===== src/rtl/yubex_stopwatch_pkg.sv =====
// Shared constants for the yubex stopwatch tile: FSM encoding, segment codes,
// the BCD time record and its ripple-carry increment.
package yubex_stopwatch_pkg;

  localparam int CLK_FREQ_DEFAULT = 10000;

  localparam logic [2:0] ST_IDLE = 3'd0;
  localparam logic [2:0] ST_RUN  = 3'd1;
  localparam logic [2:0] ST_LAP  = 3'd2;
  localparam logic [2:0] ST_STOP = 3'd3;
  localparam logic [2:0] ST_FULL = 3'd4;

  localparam logic [6:0] SEG_0 = 7'h3F;
  localparam logic [6:0] SEG_1 = 7'h06;
  localparam logic [6:0] SEG_2 = 7'h5B;
  localparam logic [6:0] SEG_3 = 7'h4F;
  localparam logic [6:0] SEG_4 = 7'h66;
  localparam logic [6:0] SEG_5 = 7'h6D;
  localparam logic [6:0] SEG_6 = 7'h7D;
  localparam logic [6:0] SEG_7 = 7'h07;
  localparam logic [6:0] SEG_8 = 7'h7F;
  localparam logic [6:0] SEG_9 = 7'h6F;

  localparam logic [7:0] DISP_IDLE = 8'h40;
  localparam logic [7:0] DISP_FULL = 8'hF1;

  typedef struct packed {
    logic [3:0] m10;
    logic [3:0] m1;
    logic [3:0] s10;
    logic [3:0] s1;
  } bcd_time_t;

  localparam logic [15:0] TIME_MAX = 16'h5959;

  // One-second advance with ripple carry; callers never pass 59:59.
  function automatic bcd_time_t bcd_inc(input bcd_time_t t);
    bcd_time_t n;
    n = t;
    if (t.s1 != 4'd9) begin
      n.s1 = t.s1 + 4'd1;
    end else begin
      n.s1 = 4'd0;
      if (t.s10 != 4'd5) begin
        n.s10 = t.s10 + 4'd1;
      end else begin
        n.s10 = 4'd0;
        if (t.m1 != 4'd9) begin
          n.m1 = t.m1 + 4'd1;
        end else begin
          n.m1  = 4'd0;
          n.m10 = t.m10 + 4'd1;
        end
      end
    end
    return n;
  endfunction

  function automatic logic [3:0] digit_of(input bcd_time_t t, input logic [1:0] sel);
    logic [3:0] d;
    case (sel)
      2'b00:   d = t.s1;
      2'b01:   d = t.s10;
      2'b10:   d = t.m1;
      default: d = t.m10;
    endcase
    return d;
  endfunction

endpackage


===== src/rtl/yubex_seg7_decoder.sv =====
// Combinational BCD to 7-segment decoder (bit0=a .. bit6=g, active-high);
// non-decimal inputs blank the display.
module yubex_seg7_decoder
  import yubex_stopwatch_pkg::*;
(
  input  logic [3:0] bcd,
  output logic [6:0] seg
);

  always_comb begin
    case (bcd)
      4'd0:    seg = SEG_0;
      4'd1:    seg = SEG_1;
      4'd2:    seg = SEG_2;
      4'd3:    seg = SEG_3;
      4'd4:    seg = SEG_4;
      4'd5:    seg = SEG_5;
      4'd6:    seg = SEG_6;
      4'd7:    seg = SEG_7;
      4'd8:    seg = SEG_8;
      4'd9:    seg = SEG_9;
      default: seg = 7'h00;
    endcase
  end

endmodule


===== src/rtl/yubex_stopwatch.sv =====
// Count-up stopwatch tile on the 8-in/8-out pinout. Define YUBEX_STOPWATCH_LAP_EN
// to add the LAP state and lap-freeze registers.
module yubex_stopwatch
  import yubex_stopwatch_pkg::*;
#(
  parameter int CLK_FREQ = CLK_FREQ_DEFAULT
)
(
  input  logic [7:0] io_in,
  output logic [7:0] io_out
);

  localparam logic [13:0] PRESC_MAX  = 14'(CLK_FREQ - 1);
  localparam logic [13:0] PRESC_HALF = 14'(CLK_FREQ / 2);

  logic       clk, rst, start_btn, lap_btn;
  logic [1:0] digit_sel;
  logic       unused_pins;

  assign clk         = io_in[0];
  assign rst         = io_in[1];
  assign start_btn   = io_in[2];
  assign lap_btn     = io_in[3];
  assign digit_sel   = io_in[5:4];
  assign unused_pins = &{1'b0, io_in[7:6]};

  logic ss_meta, ss_sync, ss_prev, lc_meta, lc_sync, lc_prev;
  logic ss_pulse, lc_pulse;
  logic [2:0] state, next_state;
  logic [13:0] presc;
  bcd_time_t tm;
  logic [1:0] sel_q;
  logic tick, counting, at_max;
  logic [3:0] digit;
  logic [6:0] seg;
  logic [7:0] disp;

  always_ff @(posedge clk) begin
    if (rst) begin
      {ss_meta, ss_sync, ss_prev} <= 3'b000;
      {lc_meta, lc_sync, lc_prev} <= 3'b000;
      sel_q <= 2'b00;
    end else begin
      {ss_meta, ss_sync, ss_prev} <= {start_btn, ss_meta, ss_sync};
      {lc_meta, lc_sync, lc_prev} <= {lap_btn, lc_meta, lc_sync};
      sel_q <= digit_sel;
    end
  end

  assign ss_pulse = ss_sync & ~ss_prev;
  assign lc_pulse = lc_sync & ~lc_prev;
  assign counting = (state == ST_RUN) || (state == ST_LAP);
  assign tick     = counting && (presc == PRESC_MAX);
  assign at_max   = (tm == TIME_MAX);

  // start_stop always wins; a lap_clr pulse in the same cycle is dropped.
  always_comb begin
    next_state = state;
    case (state)
      ST_IDLE: if (ss_pulse) next_state = ST_RUN;
      ST_RUN: begin
        if (ss_pulse)              next_state = ST_STOP;
        else if (tick && at_max)   next_state = ST_FULL;
`ifdef YUBEX_STOPWATCH_LAP_EN
        else if (lc_pulse)         next_state = ST_LAP;
`endif
      end
`ifdef YUBEX_STOPWATCH_LAP_EN
      ST_LAP: begin
        if (ss_pulse)              next_state = ST_STOP;
        else if (tick && at_max)   next_state = ST_FULL;
        else if (lc_pulse)         next_state = ST_RUN;
      end
`endif
      ST_STOP: begin
        if (ss_pulse)              next_state = ST_RUN;
        else if (lc_pulse)         next_state = ST_IDLE;
      end
      ST_FULL: if (lc_pulse) next_state = ST_IDLE;
      default: next_state = ST_IDLE;
    endcase
  end

  // A tick is applied even when the same edge moves the FSM to STOP.
  always_ff @(posedge clk) begin
    if (rst) begin
      state <= ST_IDLE;
      presc <= '0;
      tm    <= '0;
    end else begin
      state <= next_state;
      if (next_state == ST_IDLE) begin
        presc <= '0;
        tm    <= '0;
      end else begin
        if (counting) presc <= tick ? 14'd0 : presc + 14'd1;
        if (tick && !at_max) tm <= bcd_inc(tm);
      end
    end
  end

`ifdef YUBEX_STOPWATCH_LAP_EN
  bcd_time_t lap_tm;

  always_ff @(posedge clk) begin
    if (rst) begin
      lap_tm <= '0;
    end else if (state == ST_RUN && next_state == ST_LAP) begin
      lap_tm <= tm;
    end
  end

  assign digit = (state == ST_LAP) ? digit_of(lap_tm, sel_q) : digit_of(tm, sel_q);
`else
  assign digit = digit_of(tm, sel_q);
`endif

  yubex_seg7_decoder u_decoder (
    .bcd (digit),
    .seg (seg)
  );

  always_ff @(posedge clk) begin
    if (rst) begin
      disp <= 8'h00;
    end else begin
      case (state)
        ST_IDLE: disp <= DISP_IDLE;
        ST_RUN:  disp <= {presc < PRESC_HALF, seg};
        ST_LAP:  disp <= {1'b1, seg};
        ST_STOP: disp <= {1'b0, seg};
        ST_FULL: disp <= DISP_FULL;
        default: disp <= DISP_IDLE;
      endcase
    end
  end

  assign io_out = disp;

endmodule


===== config.mk =====
export PLATFORM = sky130hd
export DESIGN_NAME = yubex_stopwatch
export DESIGN_NICKNAME = d
export VERILOG_FILES = /design/src/rtl/yubex_stopwatch_pkg.sv /design/src/rtl/yubex_seg7_decoder.sv /design/src/rtl/yubex_stopwatch.sv
export SDC_FILE = /design/constraint.sdc
export NUM_CORES = 1
export LEC_CHECK = 0
export CAP_MARGIN = 30
export CORE_MARGIN = 2
export CORE_UTILIZATION = 30
export DETAILED_ROUTE_END_ITERATION = 10
export MAX_ROUTING_LAYER = met4
export PLACE_DENSITY_LB_ADDON = 0.08
export SLEW_MARGIN = 30
export SYNTH_ARGS = -nofsm -noshare
export SYNTH_HDL_FRONTEND = slang
export SYNTH_SLANG_ARGS = --single-unit

===== constraint.sdc =====
create_clock -name io_in -period 2.69 [get_ports io_in]
set_input_delay 0.538 -clock io_in [delete_from_list [all_inputs] [get_ports io_in]]
set_output_delay 0.538 -clock io_in [all_outputs]
set_load 0.02 [all_outputs]

==> flow_metrics.py, run 1 <==
metrics = {
    "detailed_routing": {
        "vias_per_cell": 5.173,
        "dr_total_vias": 2183,
        "drc": 0,
        "initialDrtViolationCount": 79,
        "dr.pass1.iters": 6,
        "wl_um": 6503,
        "antenna_left": 0,
        "wl_per_cell_um": 15.41,
    },
    "yosys": {
        "asyncSetResetFlopFracSynth_pct": 0,
        "yosysWarnings": 0,
        "synthFlopType": "dfxtp_1",
        "synth_seq_cells": 49,
        "synth.avg_cell_area_um2": 9.018,
        "postSynthNetCount": 296,
        "synth.distinct_cells": 52,
        "synthesis.instances": 280,
        "seq_area_frac_synth_pct": 38.85,
        "synth_edf_count": 0,
        "synth_area_um2": 2525,
    },
    "final_layout": {
        "syn_to_final_growth_pct": 28.30,
        "drive_gt1_share_pct": 17.03,
        "antenna_cells": 0,
        "layout.nets": 324,
        "final_cell_mix": "dfxtp_1 (49), nor2_1 (30), nand2_1 (25), clkbuf_8 (25), nor2b_1 (13)",
        "final_common_cell": "dfxtp_1",
    },
    "critical_path": {
        "path_class": "clock port to flop",
        "cp_max_fo": 9,
        "cp.arrival_ns": 2.89,
        "r2r_start": "state[0]$_SDFF_PP0_",
        "worstRegToRegCells": 8,
        "end_kind": "flop",
        "cp-start-kind": "clock port",
        "required_ns": 2.95,
        "r2r_slack_ns": 0.36,
        "rr_endpoint": "tm[2]$_SDFFE_PP0P_",
    },
    "hold_path": {
        "hold_path_depth": 1,
        "hp-class": "clock port to flop",
        "worstHoldStart": "io_in[2]",
        "whs_endpoint": "ss_meta$_SDFF_PP0_",
    },
    "power": {
        "p_seq_share_pct": 23.8,
        "p_leak_nw": 1.292,
        "swShare_pct": 29.61,
        "comb_power_share_pct": 0,
        "clkPwrFrac_pct": 76.2,
        "total_power_mw": 3.405,
        "intPower_mw": 2.397,
        "ir_drop_uv": 357.4,
        "p_per_area_nw_per_um2": 1051,
        "power_switching_mw": 1.008,
    },
    "sta": {
        "fin_setup_tns_ns": 0,
        "finalHoldViolations": 5,
        "skew_ns": 0.01319,
        "rsz0062_at_grt": "no",
        "slew_violations": 0,
        "setup_viol": 0,
        "slew_headroom_pct": 47.54,
        "worstMarginPinSlew_ns": 0.7786,
        "timing.hold.ws_ns": -0.1776,
    },
    "grt": {
        "grt_overflow": 0,
        "grt_antenna_before_repair": 0,
        "grt_pass1_wl_um": 10330,
        "grt_max_degree": 15,
        "grtUsageTotal_pct": 17.77,
        "grt_pass1_vias": 2459,
    },
    "placement": {
        "hpwl_um": 4039,
        "port_buffers": 8,
        "gp_congestion": 0.7522,
    },
    "floorplanning": {
        "die_w_um": 95.74,
        "die_h_um": 95.74,
        "pin_count": 16,
        "core_um2": 8175,
        "die-area_um2": 9166,
        "initial_core_util_pct": 30.88,
        "rows": 33,
    },
    "clock_network": {
        "clk_latency_ns": 0.30,
        "hold_buffers": 0,
        "clk_pin_slew_ns": 0.10,
        "cts_tree": "yes",
    },
    "status": {
        "violations": "negative hold slack",
        "status": "finished with violations",
    },
    "job": {
        "max_cap_viol_count": 0,
    },
}
area by class of cell:
cell class | count | area (µm²)
clock buffers | 32 | 417.9
clock inverters | 6 | 105.1
fillers | 839 | 4936
inverters | 11 | 41.29
multi-input cells | 211 | 1483
flip-flops and latches | 49 | 980.9
well taps | 105 | 131.4
repair buffers | 8 | 80.08
critical path, stage by stage:
cell and delay [ns]:
clkbuf_16 0.14, a21o_1 0.16, clkbuf_8 0.13, clkbuf_8 0.13, a211o_4 0.29, clkbuf_16 0.17, or4_1 0.45, nand2_1 0.07
power groups by stage:
| stage | combinational [mW] | sequential (mW) | clock (mW) |
|---|---|---|---|
| final | 0.000000459 | 0.811 | 2.59 |
| after global routing | 0.000000459 | 0.811 | 2.83 |
| after CTS | 0.000000459 | 0.811 | 2.72 |
| after detailed placement | 0.000000459 | 0.835 | 0.546 |
| after global placement | 0.000000459 | 0.835 | 0.546 |
| after floorplan | 0.000000452 | 0.835 | 0.603 |
worst max path at each step:
| stage | start | slack [ns] | depth (start not counted) | to |
|---|---|---|---|---|
| floorplan | io_in[1] | 0.30 | 5 | presc[10]$_SDFFE_PP0P_ |
| global placement | io_in[1] | 0.17 | 4 | presc[10]$_SDFFE_PP0P_ |
| detailed placement | io_in[1] | 0.17 | 4 | presc[10]$_SDFFE_PP0P_ |
| CTS | io_in[1] | 0.0001 | 11 | presc[8]$_SDFFE_PP0P_ |
| global route | io_in[1] | 0.008 | 8 | tm[2]$_SDFFE_PP0P_ |
| finish | io_in[1] | 0.05 | 8 | tm[2]$_SDFFE_PP0P_ |
what timing repair did:
item                       in CTS  in global routing
gates resized for setup         4                  3
setup endpoints to repair      14                  9
pin swaps                       1                  2
buffers inserted                0                  1
stage by stage:
stage	cell area (µm²)	utilization, %	setup slack [ns]	std cells
final	3239	39.62	0.05318	422
after floorplan	2525	-	0.3013	280
after global placement	2695	32.97	0.1704	384
after CTS	3241	39.64	0.0001423	422
after detailed placement	2695	32.97	0.1704	384
after global routing	3239	39.62	0.008374	422
layer usage:
layer / global-route usage (%) / wire length (µm) / up-vias
met5: - / 0 / -
met4: 25.12 / 285 / 0
met3: 15.11 / 524 / 34
met2: 19.23 / 2845 / 87
li1: - / - / 1054
met1: 15.20 / 2846 / 1008
synth_stat cells, types with 4 or more instances:
| library cell | count | area share [%] |
|---|---|---|
| nand4_1 | 7 | 1.7 |
| nand2_1 | 25 | 3.7 |
| o211ai_1 | 5 | 1.5 |
| nor3_1 | 6 | 1.2 |
| and3_1 | 4 | 0.99 |
| mux4_2 | 4 | 3.6 |
| nor2_1 | 32 | 4.8 |
| or3_1 | 4 | 0.99 |
| dfxtp_1 | 49 | 39 |
| mux2i_1 | 5 | 2.0 |
| clkbuf_1 | 5 | 0.74 |
| ha_1 | 8 | 4.0 |
| a21oi_1 | 11 | 2.2 |
| nand2b_1 | 10 | 2.5 |
| xnor2_1 | 9 | 3.1 |
| nand3_1 | 6 | 1.2 |
| nor2b_1 | 13 | 3.2 |
| o21ai_0 | 9 | 1.8 |
| inv_1 | 11 | 1.6 |
| xor2_1 | 9 | 3.1 |
state kept, by name, indices dropped and copies added, names as in the netlist:
register and count:
io_out 8, lc_meta 1, lc_prev 1, lc_sync 1, presc 14, sel_q 2, ss_meta 1, ss_prev 1
ss_sync 1, state 3, tm 16
cell families (layout without fill, tap and decap cells):
logic type / count (synthesis) / count (layout) / synth area share (%)
fa+ha+maj: 8 / 8 / 3.964
flops: 49 / 49 / 38.85
buf+inv: 20 / 57 / 3.271
compound gates: 47 / 47 / 12.54
simple gates: 127 / 127 / 28.49
mux: 10 / 10 / 5.996
xor+xnor: 19 / 19 / 6.889
(Power assumes the default switching activity.)
==> inputs of run 2 (changes only) <==
--- a/config.mk
+++ b/config.mk
@@ -5,7 +5,8 @@
 export SDC_FILE = /design/constraint.sdc
 export NUM_CORES = 1
 export LEC_CHECK = 0
-export CAP_MARGIN = 30
+export CELL_PAD_IN_SITES_DETAIL_PLACEMENT = 1
+export CELL_PAD_IN_SITES_GLOBAL_PLACEMENT = 1
 export CORE_MARGIN = 2
 export CORE_UTILIZATION = 30
 export DETAILED_ROUTE_END_ITERATION = 10
==> constraint.sdc (replaced) <==
create_clock -name io_in -period 2.7 [get_ports io_in]
set_input_delay 0.54 -clock io_in [delete_from_list [all_inputs] [get_ports io_in]]
set_output_delay 0.54 -clock io_in [all_outputs]
set_load 0.02 [all_outputs]
==> flow_metrics.py, run 2 (synthesized netlist as in run 1, its figures left out) <==
metrics = {
    "power": {
        "ir_drop_uv": 400.0,
        "p_per_area_nw_per_um2": 1011,
        "p_leak_nw": 1.292,
    },
    "detailed_routing": {
        "vias_per_cell": 5.209,
        "drc": 0,
        "dr_total_vias": 2214,
        "antenna_left": 0,
        "initialDrtViolationCount": 104,
        "wl_per_cell_um": 15.99,
        "dr.pass1.iters": 6,
        "wl_um": 6797,
    },
    "placement": {
        "gp_congestion": 0.7634,
        "hpwl_um": 4377,
        "dp.cells": 385,
        "port_buffers": 8,
        "dp_slack_ns": 0.1754,
    },
    "clock_network": {
        "cts_tree": "yes",
        "hold_buffers": 0,
        "clk_latency_ns": 0.32,
        "clk_pin_slew_ns": 0.10,
    },
    "final_layout": {
        "antenna_cells": 0,
        "syn_to_final_growth_pct": 27.11,
        "final_cell_mix": "dfxtp_1 (49), nor2_1 (31), clkbuf_8 (27)",
        "top_register": "tm",
        "largest_reg_flops": 16,
        "fin_cells": 425,
        "drive_gt1_share_pct": 17.81,
        "layout.nets": 327,
        "final_common_cell": "dfxtp_1",
    },
    "hold_path": {
        "hp-class": "clock port to flop",
        "worstHoldStart": "io_in[5]",
    },
    "critical_path": {
        "critPathSlowestCell": "or4_4",
        "crit_family": "simple AND/OR/NAND/NOR gates",
        "cp_slowest_stage_delay_ns": 0.51,
        "cp-start-kind": "clock port",
        "cp_max_fo": 8,
        "startpoint": "io_in[1]",
        "required_ns": 2.96,
        "timing.critical_path.buf_inv": 4,
        "r2r_start": "state[0]$_SDFF_PP0_",
        "end_kind": "flop",
        "crit_chain": "buf_8 -> a21o_1 -> clkbuf_8 -> clkbuf_8 -> a211o_1 -> buf_8 -> or4_4 -> nand2_1",
        "cp.arrival_ns": 2.91,
        "path_class": "clock port to flop",
    },
    "floorplanning": {
        "die-area_um2": 9166,
        "initial_core_util_pct": 30.88,
        "core_um2": 8175,
        "rows": 33,
        "die_h_um": 95.74,
        "pin_count": 16,
        "die_w_um": 95.74,
    },
    "sta": {
        "setup_viol": 0,
        "timing.hold.ws_ns": -0.1832,
        "slew_headroom_pct": 61.55,
        "finalHoldViolations": 5,
        "worstMarginPinSlew_ns": 0.5759,
        "skew_ns": 0.01130,
        "rsz0062_at_grt": "no",
        "fin_setup_tns_ns": 0,
        "setup_ws_ns": 0.05302,
        "slew_violations": 0,
    },
    "grt": {
        "grt_max_degree": 16,
        "grt_pass1_vias": 2706,
        "grt_overflow": 0,
        "grt_pass1_wl_um": 11320,
        "grt_antenna_before_repair": 0,
        "grtUsageTotal_pct": 18.75,
    },
    "status": {
        "status": "finished with violations",
        "violations": "negative hold slack",
    },
    "job": {
        "max_cap_viol_count": 0,
    },
}
## run 2: worst register-to-register path, stage by stage, from the launching register on
cell	delay (ns)
dfxtp_1	0.63
nor2_1	0.19
a21o_1	0.22
clkbuf_8	0.13
clkbuf_8	0.12
a211o_1	0.29
buf_8	0.14
or4_4	0.52
nand2_1	0.07
## run 2: report_power, final
group	switching [mW]	leakage (nW)	total (mW)	internal [mW]
Sequential	0	0.422	0.808	0.808
Combinational	0	0.464	0.000000464	0
Clock	0.987	0.406	2.44	1.45
## run 2: cell type report
class	count	area, µm²
Tap cell	105	131.4
Inverter	11	41.29
Fill cell	944	4966
Timing Repair Buffer	9	87.58
Clock inverter	6	71.32
Sequential cell	49	980.9
Multi-Input combinational cell	211	1468
Clock buffer	34	429.2
## run 2: worst paths after layout
path                                       endpoint  slack (ns)  depth (start not counted)
worst min register to register   lc_sync$_SDFF_PP0_        0.46                          1
worst max-delay path             tm[2]$_SDFFE_PP0P_        0.05                          8
worst min-delay path            sel_q[1]$_SDFF_PP0_       -0.18                          1
worst max register to register   tm[2]$_SDFFE_PP0P_        0.33                          8
## run 2: timing repair
| action | in CTS | in global routing |
|---|---|---|
| buffers inserted | 0 | 2 |
| gates resized for setup | 0 | 5 |
| setup endpoints to repair | 14 | 11 |
| pin swaps | 1 | 1 |
## run 2: per-layer routing
metal  global-route usage [%]  part of all wire [%]
met1                    16.89                    45
met2                    21.68                    44
met3                    14.10                   6.9
met4                    24.40                   3.4
met5                        -                     0
## run 2: stage by stage
step                power, mW  util (%)  cell area [µm²]
floorplan               1.433         -             2525
global placement        1.376     33.06             2703
CTS                     3.288     38.97             3186
global route            3.545     39.26             3209
detailed placement      1.376     33.06             2703
finish                  3.243     39.26             3209
